==> config.mk <==
export PLATFORM = sky130hd
export DESIGN_NAME = rec_play_ctrl_flat
export DESIGN_NICKNAME = d
export VERILOG_FILES = /design/src/rtl/audio_pkg.sv /design/src/rtl/rec_play_ctrl_if.sv /design/src/rtl/sram_port_mux.sv /design/src/rtl/rec_play_ctrl.sv /design/src/flat_wrapper.sv
export SDC_FILE = /design/constraint.sdc
export NUM_CORES = 1
export LEC_CHECK = 0
export BUFFER_PORTS_ARGS = -buffer_cell sky130_fd_sc_hd__buf_2
export CORE_MARGIN = 4
export CORE_UTILIZATION = 55
export CTS_CLUSTER_DIAMETER = 40
export DETAILED_ROUTE_END_ITERATION = 10
export HOLD_SLACK_MARGIN = 0.12
export MAX_ROUTING_LAYER = met4
export PLACE_DENSITY = 0.86
export SLEW_MARGIN = 20
export SYNTH_ARGS = -nofsm -noshare
export SYNTH_HDL_FRONTEND = slang
export SYNTH_HIERARCHICAL = 1
export SYNTH_SLANG_ARGS = --single-unit
==> constraint.sdc <==
create_clock -name i_clk -period 6.2 [get_ports i_clk]
set_clock_uncertainty 0.2 [all_clocks]
set_input_delay 0.31 -clock i_clk [delete_from_list [all_inputs] [get_ports i_clk]]
set_output_delay 0.31 -clock i_clk [all_outputs]
set_load 0.05 [all_outputs]
==> src/rtl/audio_pkg.sv <==
// Shared types and constants for the audio record/playback path.
// The state encodings double as the o_state debug code seen by display logic.
package audio_pkg;

    localparam int ADDR_W = 20;
    localparam int DATA_W = 16;

    typedef enum logic [2:0] {
        ST_IDLE       = 3'd0,
        ST_REC        = 3'd1,
        ST_REC_PAUSE  = 3'd2,
        ST_PLAY       = 3'd3,
        ST_PLAY_PAUSE = 3'd4
    } ctrl_state_e;

endpackage

==> src/rtl/rec_play_ctrl_if.sv <==
// Key, recorder, player and SRAM signals of the record/playback sequencer.
// All keys and command outputs are single-cycle pulses; no valid/ready handshake is involved.
interface rec_play_ctrl_if #(
    parameter int ADDR_W = audio_pkg::ADDR_W,
    parameter int DATA_W = audio_pkg::DATA_W
);
    logic              i_key_start;
    logic              i_key_pause;
    logic              i_key_stop;
    logic              i_mode;
    logic              o_rec_start;
    logic              o_rec_pause;
    logic              o_rec_stop;
    logic [ADDR_W-1:0] i_rec_addr;
    logic [DATA_W-1:0] i_rec_data;
    logic              o_play_start;
    logic              o_play_pause;
    logic              o_play_stop;
    logic [ADDR_W-1:0] i_play_addr;
    logic [DATA_W-1:0] o_play_data;
    logic [ADDR_W-1:0] o_sram_addr;
    logic [DATA_W-1:0] o_sram_wdata;
    logic              o_sram_we;
    logic [DATA_W-1:0] i_sram_rdata;

    // master: the sequencer itself; slave: keys, recorder, player and SRAM around it
    modport master (
        input  i_key_start, i_key_pause, i_key_stop, i_mode,
        input  i_rec_addr, i_rec_data, i_play_addr, i_sram_rdata,
        output o_rec_start, o_rec_pause, o_rec_stop,
        output o_play_start, o_play_pause, o_play_stop,
        output o_play_data, o_sram_addr, o_sram_wdata, o_sram_we
    );

    modport slave (
        output i_key_start, i_key_pause, i_key_stop, i_mode,
        output i_rec_addr, i_rec_data, i_play_addr, i_sram_rdata,
        input  o_rec_start, o_rec_pause, o_rec_stop,
        input  o_play_start, o_play_pause, o_play_stop,
        input  o_play_data, o_sram_addr, o_sram_wdata, o_sram_we
    );

endinterface

==> src/rtl/sram_port_mux.sv <==
// Registered SRAM port: recorder writes take the port, otherwise playback addresses it.
// Read data is registered once on its way back to the player.
module sram_port_mux #(
    parameter int ADDR_W = 20,
    parameter int DATA_W = 16
) (
    input  logic              clk,
    input  logic              rst,
    input  logic              wr_en,
    input  logic [ADDR_W-1:0] wr_addr,
    input  logic [DATA_W-1:0] wr_data,
    input  logic              rd_en,
    input  logic [ADDR_W-1:0] rd_addr,
    input  logic [DATA_W-1:0] rdata,
    output logic [ADDR_W-1:0] sram_addr,
    output logic [DATA_W-1:0] sram_wdata,
    output logic              sram_we,
    output logic [DATA_W-1:0] play_data
);

    always_ff @(posedge clk) begin
        if (rst) begin
            sram_addr  <= '0;
            sram_wdata <= '0;
            sram_we    <= 1'b0;
            play_data  <= '0;
        end else begin
            sram_we   <= wr_en;
            play_data <= rdata;
            // Address holds its last value when neither a write nor playback owns the port
            if (wr_en) begin
                sram_addr  <= wr_addr;
                sram_wdata <= wr_data;
            end else if (rd_en) begin
                sram_addr <= rd_addr;
            end
        end
    end

endmodule

==> src/rtl/rec_play_ctrl.sv <==
// Record/playback sequencer: key decoding, recorder/player command pulses,
// recorded-length tracking and ownership of the single SRAM port.
module rec_play_ctrl #(
    parameter int ADDR_W = audio_pkg::ADDR_W,
    parameter int DATA_W = audio_pkg::DATA_W
) (
    input  logic                  i_clk,
    input  logic                  i_rst,
    rec_play_ctrl_if.master       bus,
    output logic [2:0]            o_state,
    output logic [ADDR_W:0]       o_rec_len
);
    import audio_pkg::*;

    ctrl_state_e       state;
    logic [ADDR_W-1:0] addr_q;
    logic              key_start;
    logic              key_pause;
    logic              key_stop;
    logic              wr_evt;
    logic              wr_last;
    logic              play_end;
    logic              rd_en;

    // Priority stop > pause > start: only the winning key is seen by the FSM
    assign key_stop  = bus.i_key_stop;
    assign key_pause = bus.i_key_pause & ~bus.i_key_stop;
    assign key_start = bus.i_key_start & ~bus.i_key_pause & ~bus.i_key_stop;

    // A recorder address step closes the sample at the previous address
    assign wr_evt   = (state == ST_REC) && (bus.i_rec_addr != addr_q);
    assign wr_last  = wr_evt && (addr_q == '1);
    assign play_end = (state == ST_PLAY) && ({1'b0, bus.i_play_addr} >= o_rec_len);
    assign rd_en    = (state == ST_PLAY) || (state == ST_PLAY_PAUSE);
    assign o_state  = state;

    always_ff @(posedge i_clk) begin
        if (i_rst) begin
            state            <= ST_IDLE;
            addr_q           <= '0;
            o_rec_len        <= '0;
            bus.o_rec_start  <= 1'b0;
            bus.o_rec_pause  <= 1'b0;
            bus.o_rec_stop   <= 1'b0;
            bus.o_play_start <= 1'b0;
            bus.o_play_pause <= 1'b0;
            bus.o_play_stop  <= 1'b0;
        end else begin
            addr_q           <= bus.i_rec_addr;
            bus.o_rec_start  <= 1'b0;
            bus.o_rec_pause  <= 1'b0;
            bus.o_rec_stop   <= 1'b0;
            bus.o_play_start <= 1'b0;
            bus.o_play_pause <= 1'b0;
            bus.o_play_stop  <= 1'b0;
            if (wr_evt) begin
                o_rec_len <= {1'b0, addr_q} + {{ADDR_W{1'b0}}, 1'b1};
            end
            case (state)
                ST_IDLE: begin
                    if (key_start) begin
                        if (!bus.i_mode) begin
                            state           <= ST_REC;
                            bus.o_rec_start <= 1'b1;
                            o_rec_len       <= '0;
                        end else if (o_rec_len != '0) begin
                            state            <= ST_PLAY;
                            bus.o_play_start <= 1'b1;
                        end
                    end
                end
                ST_REC: begin
                    // Filling the last word ends the take exactly like a stop key
                    if (wr_last || key_stop) begin
                        state          <= ST_IDLE;
                        bus.o_rec_stop <= 1'b1;
                    end else if (key_pause) begin
                        state           <= ST_REC_PAUSE;
                        bus.o_rec_pause <= 1'b1;
                    end
                end
                ST_REC_PAUSE: begin
                    if (key_stop) begin
                        state          <= ST_IDLE;
                        bus.o_rec_stop <= 1'b1;
                    end else if (key_start) begin
                        state           <= ST_REC;
                        bus.o_rec_start <= 1'b1;
                    end
                end
                ST_PLAY: begin
                    if (play_end || key_stop) begin
                        state           <= ST_IDLE;
                        bus.o_play_stop <= 1'b1;
                    end else if (key_pause) begin
                        state            <= ST_PLAY_PAUSE;
                        bus.o_play_pause <= 1'b1;
                    end
                end
                ST_PLAY_PAUSE: begin
                    if (key_stop) begin
                        state           <= ST_IDLE;
                        bus.o_play_stop <= 1'b1;
                    end else if (key_start) begin
                        state            <= ST_PLAY;
                        bus.o_play_start <= 1'b1;
                    end
                end
                default: state <= ST_IDLE;
            endcase
        end
    end

    sram_port_mux #(
        .ADDR_W (ADDR_W),
        .DATA_W (DATA_W)
    ) u_sram_port_mux (
        .clk        (i_clk),
        .rst        (i_rst),
        .wr_en      (wr_evt),
        .wr_addr    (addr_q),
        .wr_data    (bus.i_rec_data),
        .rd_en      (rd_en),
        .rd_addr    (bus.i_play_addr),
        .rdata      (bus.i_sram_rdata),
        .sram_addr  (bus.o_sram_addr),
        .sram_wdata (bus.o_sram_wdata),
        .sram_we    (bus.o_sram_we),
        .play_data  (bus.o_play_data)
    );

endmodule

==> src/flat_wrapper.sv <==
// flat-port wrapper written by rule: the top's interface ports become plain ports
module rec_play_ctrl_flat import audio_pkg::*;
#(
    parameter int ADDR_W = audio_pkg::ADDR_W,
    parameter int DATA_W = audio_pkg::DATA_W
)
  (i_clk, i_rst, o_state, o_rec_len, bus_i_key_start, bus_i_key_pause, bus_i_key_stop, bus_i_mode, bus_i_rec_addr, bus_i_rec_data, bus_i_play_addr, bus_i_sram_rdata, bus_o_rec_start, bus_o_rec_pause, bus_o_rec_stop, bus_o_play_start, bus_o_play_pause, bus_o_play_stop, bus_o_play_data, bus_o_sram_addr, bus_o_sram_wdata, bus_o_sram_we);
  rec_play_ctrl_if #(.ADDR_W(ADDR_W), .DATA_W(DATA_W)) bus_i ();
  input  logic i_clk;
  input  logic i_rst;
  output logic [2:0] o_state;
  output logic [ADDR_W:0] o_rec_len;
  input wire logic [$bits(bus_i.i_key_start)-1:0] bus_i_key_start;
  input wire logic [$bits(bus_i.i_key_pause)-1:0] bus_i_key_pause;
  input wire logic [$bits(bus_i.i_key_stop)-1:0] bus_i_key_stop;
  input wire logic [$bits(bus_i.i_mode)-1:0] bus_i_mode;
  input wire logic [$bits(bus_i.i_rec_addr)-1:0] bus_i_rec_addr;
  input wire logic [$bits(bus_i.i_rec_data)-1:0] bus_i_rec_data;
  input wire logic [$bits(bus_i.i_play_addr)-1:0] bus_i_play_addr;
  input wire logic [$bits(bus_i.i_sram_rdata)-1:0] bus_i_sram_rdata;
  output wire logic [$bits(bus_i.o_rec_start)-1:0] bus_o_rec_start;
  output wire logic [$bits(bus_i.o_rec_pause)-1:0] bus_o_rec_pause;
  output wire logic [$bits(bus_i.o_rec_stop)-1:0] bus_o_rec_stop;
  output wire logic [$bits(bus_i.o_play_start)-1:0] bus_o_play_start;
  output wire logic [$bits(bus_i.o_play_pause)-1:0] bus_o_play_pause;
  output wire logic [$bits(bus_i.o_play_stop)-1:0] bus_o_play_stop;
  output wire logic [$bits(bus_i.o_play_data)-1:0] bus_o_play_data;
  output wire logic [$bits(bus_i.o_sram_addr)-1:0] bus_o_sram_addr;
  output wire logic [$bits(bus_i.o_sram_wdata)-1:0] bus_o_sram_wdata;
  output wire logic [$bits(bus_i.o_sram_we)-1:0] bus_o_sram_we;
  assign bus_i.i_key_start = bus_i_key_start;
  assign bus_i.i_key_pause = bus_i_key_pause;
  assign bus_i.i_key_stop = bus_i_key_stop;
  assign bus_i.i_mode = bus_i_mode;
  assign bus_i.i_rec_addr = bus_i_rec_addr;
  assign bus_i.i_rec_data = bus_i_rec_data;
  assign bus_i.i_play_addr = bus_i_play_addr;
  assign bus_i.i_sram_rdata = bus_i_sram_rdata;
  assign bus_o_rec_start = bus_i.o_rec_start;
  assign bus_o_rec_pause = bus_i.o_rec_pause;
  assign bus_o_rec_stop = bus_i.o_rec_stop;
  assign bus_o_play_start = bus_i.o_play_start;
  assign bus_o_play_pause = bus_i.o_play_pause;
  assign bus_o_play_stop = bus_i.o_play_stop;
  assign bus_o_play_data = bus_i.o_play_data;
  assign bus_o_sram_addr = bus_i.o_sram_addr;
  assign bus_o_sram_wdata = bus_i.o_sram_wdata;
  assign bus_o_sram_we = bus_i.o_sram_we;
  rec_play_ctrl #(.ADDR_W(ADDR_W), .DATA_W(DATA_W)) u_core (.i_clk(i_clk), .i_rst(i_rst), .bus(bus_i), .o_state(o_state), .o_rec_len(o_rec_len));
endmodule
==> flow_metrics.tcl <==
set metrics [dict create \
    via_per_inst 5.580 \
    hpwlAfterDp_um 10210 \
    dr.first_iter.drc_count 315 \
    cts.sinks 103 \
    syn_nets 612 \
    critPathKind "in -> reg" \
    worst_slew_margin_rel_pct 25.94 \
    diodes 0 \
    post-route-period-util_pct 52.97 \
    p_leak_nw 2.785 \
    cts_tree "done" \
    worst-path-max-fanout 76 \
    die_x_um 102.2 \
    num_vias 4698 \
    hold_depth 4 \
    syn-instance-count 513 \
    muxShareOfSynthArea_pct 8.000 \
    drv_slew 0 \
    synth_edf_count 0 \
    power_density_nw_per_um2 369.8 \
    yosysSeqAreaShare_pct 42.26 \
    clk_pin_slew_worst_paths_ns 0.10 \
    drive_gt1_share_pct 27.38 \
    fmax_mhz 304.5 \
    place_congestion 0.8687 \
    grt_pass1_wl_um 24810 \
    grt_antenna_before_repair 0 \
    drv_cap 0 \
    setup_slack_ns 2.916 \
    areaGrowthSynthToFinish_pct 34.82 \
    finalSetupTns_ns 0 \
    ctsResizeCount 0 \
    slowest_stage "inv_1" \
    dieArea_sq_um 10440 \
    r2r_setup_slack_ns 3.06 \
    grt_pass1_vias 4832 \
    start_util_pct 56.23 \
    min_path_type "in -> reg" \
    reg2reg_from "u_core/o_state[0]" \
    crit_path_cell_trace "dlygate4sd3_1 -> buf_2 -> xnor2_1 -> nand4_1 -> nor3_1 -> a21oi_4 -> buf_4 -> inv_1 -> a211oi_1" \
    fin_nets 828 \
    wl_per_cell_um 18.58 \
    power_mw 2.433 \
    worstSetupEndpointType "flop" \
    r2r_cells 5 \
    synth_top_flop_cell "dfxtp_1" \
    synth-compound-area-share_pct 10.95 \
    synth-simple-area-share_pct 21.23 \
    num_rows 34 \
    holdPathEnd "u_core/bus.o_rec_start" \
    grt_max_degree 81 \
    worstPathRequired_ns 6.22 \
    ir_worst_vdd_v 0.0001946 \
    synth_top_family_by_area "simple AND/OR/NAND/NOR gates" \
    timing.rr.end "u_core/u_sram_port_mux/sram_addr[17]" \
    syn_area_per_cell_sq_um 9.512 \
    min_from "bus_i_key_start" \
    cts_root_buf "clkbuf_8" \
    final_area_sq_um 6579 \
    setup_viol 0 \
    ys_warn_count 6 \
    synth_xor_area_share_pct 6.821 \
    synth_cell_types 51 \
    finalCriticalPeriod_ns 3.284 \
    grt.total_usage_pct 31.90 \
    finalHoldViolations 0 \
    slowest_delay_ns 0.73 \
    core-area_sq_um 8678 \
    cts-buffers-inserted 9 \
    insertion_delay_ns 0.37 \
    netlist_area_sq_um 4880 \
    firstDrtPassIters 5 \
    rsz0062_at_grt "false" \
    die_h_um 102.2 \
    fillers 561 \
    dpl_cell_area_sq_um 5689 \
    io_buffers 160 \
    outcome "completed" \
    worst_pin_slew_ns 1.111 \
    pre_cts_ws_ns 3.206 \
    ios 161 \
    critical_path_arrival_ns 3.31 \
    cts.htree.levels 3 \
    wirelength_um 15640 \
    yosys.area_share.adder_pct 5.385 \
    drtAntennaViolNets 0 \
    synth_seq_cells 103 \
    grt_overflow 0 \
    ctsLongestPathBuffers 2 \
    startpoint_type "input port" \
    async_flop_share_pct 0 \
    drc_errors 0 \
]
==> final cells by class <==
type                       instances  area, sq um  share of cell area [%]
clock buffer                       9        123.9                   1.883
clock inverter                     7        85.08                   1.293
inverter                          27        101.3                   1.541
multi-input combinational        357         2567                   39.03
sequential                       103         2062                   31.34
tap                              108        135.1                   2.054
timing repair buffer             231         1504                   22.86
==> per-layer routing <==
layer | GRT usage [%] | wire (um) | up-vias
li1 | - | - | 2207
met5 | - | 0 | -
met1 | 38.24 | 6341 | 2191
met4 | 11.71 | 437 | 0
met3 | 6.348 | 1181 | 44
met2 | 53.17 | 7681 | 256
==> metrics by stage <==
step           hold slack (ns)  utilization [%]  std cells
6_report                0.1361            75.81        842
5_1_grt                 0.1301            75.81        842
4_1_cts                 0.1211            75.81        842
3_5_place_dp            0.2806            65.56        758
3_3_place_gp            0.2707            65.56        758
2_1_floorplan           0.2382                -        513
==> power breakdown <==
part	total [mW]	switching (mW)	leakage, nW	internal [mW]
Sequential	0.890	0.110	0.844	0.780
Clock	0.450	0.255	0.107	0.196
Combinational	1.09	0.748	1.83	0.345
==> cell families (layout without fill, tap and decap cells) <==
logic type	count (synthesis)	after routing
adder cells (fa/ha/maj)	21	21
flip-flops	103	103
XOR/XNOR	38	38
buffers and inverters	53	274
AND/OR/NAND/NOR	187	187
multiplexers	39	39
AO/OA/AOI/OAI	72	72
==> how the worst max path moves through the flow <==
stage,start,endpoint,depth (start not counted)
4_1_cts,u_core/o_state[0],u_core/u_sram_port_mux/sram_addr[17],5
3_5_place_dp,u_core/o_state[0],u_core/u_sram_port_mux/sram_addr[6],5
2_1_floorplan,u_core/o_state[0],u_core/u_sram_port_mux/sram_wdata[5],8
5_1_grt,bus_i_rec_addr[17],u_core/u_sram_port_mux/sram_addr[19],9
6_report,bus_i_rec_addr[17],u_core/u_sram_port_mux/sram_addr[17],9
3_3_place_gp,u_core/o_state[0],u_core/u_sram_port_mux/sram_addr[6],5
==> cell usage after synthesis (2+ instances only) <==
cell	count	area share, %
a211oi_1	32	4.9
a211oi_2	6	1.5
a21o_1	3	0.46
a21oi_1	15	1.5
and3_1	3	0.38
and4_2	2	0.41
buf_2	11	1.1
buf_6	6	1.4
clkbuf_1	8	0.62
dfxtp_1	103	42
ha_1	21	5.4
inv_1	27	2.1
mux2i_1	39	8.0
nand2_1	19	1.5
nand2b_1	3	0.38
nand3_1	7	0.72
nand3_2	2	0.41
nand4_1	12	1.5
nand4_2	2	0.51
nor2_1	53	4.1
nor2b_1	58	7.4
nor3_1	6	0.62
nor3_2	3	0.62
nor4_1	6	0.77
o211ai_1	2	0.31
o21bai_1	2	0.31
o22ai_1	2	0.26
xnor2_1	27	4.8
xor2_1	11	2.0
==> timing repair <==
item,CTS,global route
endpoints found under the hold margin,71,0
hold buffers,68,0
buffers inserted,0,0
==> cell usage in the layout, fill, tap and decap left out, types with 3 or more instances in the layout <==
master,Yosys,final
nor4_1,6,6
a211oi_2,6,6
nand2b_1,3,3
xnor2_1,27,27
buf_2,11,160
xor2_1,11,11
nor3_2,3,3
dlygate4sd3_1,0,68
and3_1,3,3
mux2i_1,39,39
ha_1,21,21
dfxtp_1,103,103
inv_6,0,3
nor2_1,53,53
clkbuf_8,0,9
nor3_1,6,6
buf_4,1,3
inv_1,27,27
a21o_1,3,3
nor2b_1,58,58
nand2_1,19,19
a211oi_1,32,32
nand3_1,7,7
nand4_1,12,12
a21oi_1,15,14
==> sequential cells by signal (all words and copies together), names as in the netlist <==
register,flops
u_core/bus.o_play_pause,1
u_core/bus.o_rec_start,1
u_core/u_sram_port_mux/sram_wdata,16
u_core/bus.o_rec_stop,1
u_core/u_sram_port_mux/sram_addr,20
u_core/bus.o_rec_pause,1
u_core/addr_q,20
u_core/bus.o_play_stop,1
u_core/bus.o_play_start,1
u_core/o_rec_len,21
u_core/u_sram_port_mux/play_data,16
u_core/u_sram_port_mux/sram_we,1
u_core/o_state,3
==> critical path, delay by kind of cell <==
kind / cells / cell delay, ns
XOR/XNOR: 1 / 0.24
buffers and inverters: 4 / 1.79
AND/OR/NAND/NOR: 2 / 0.65
AO/OA/AOI/OAI: 2 / 0.28
Power figures use the tool's default switching activity.
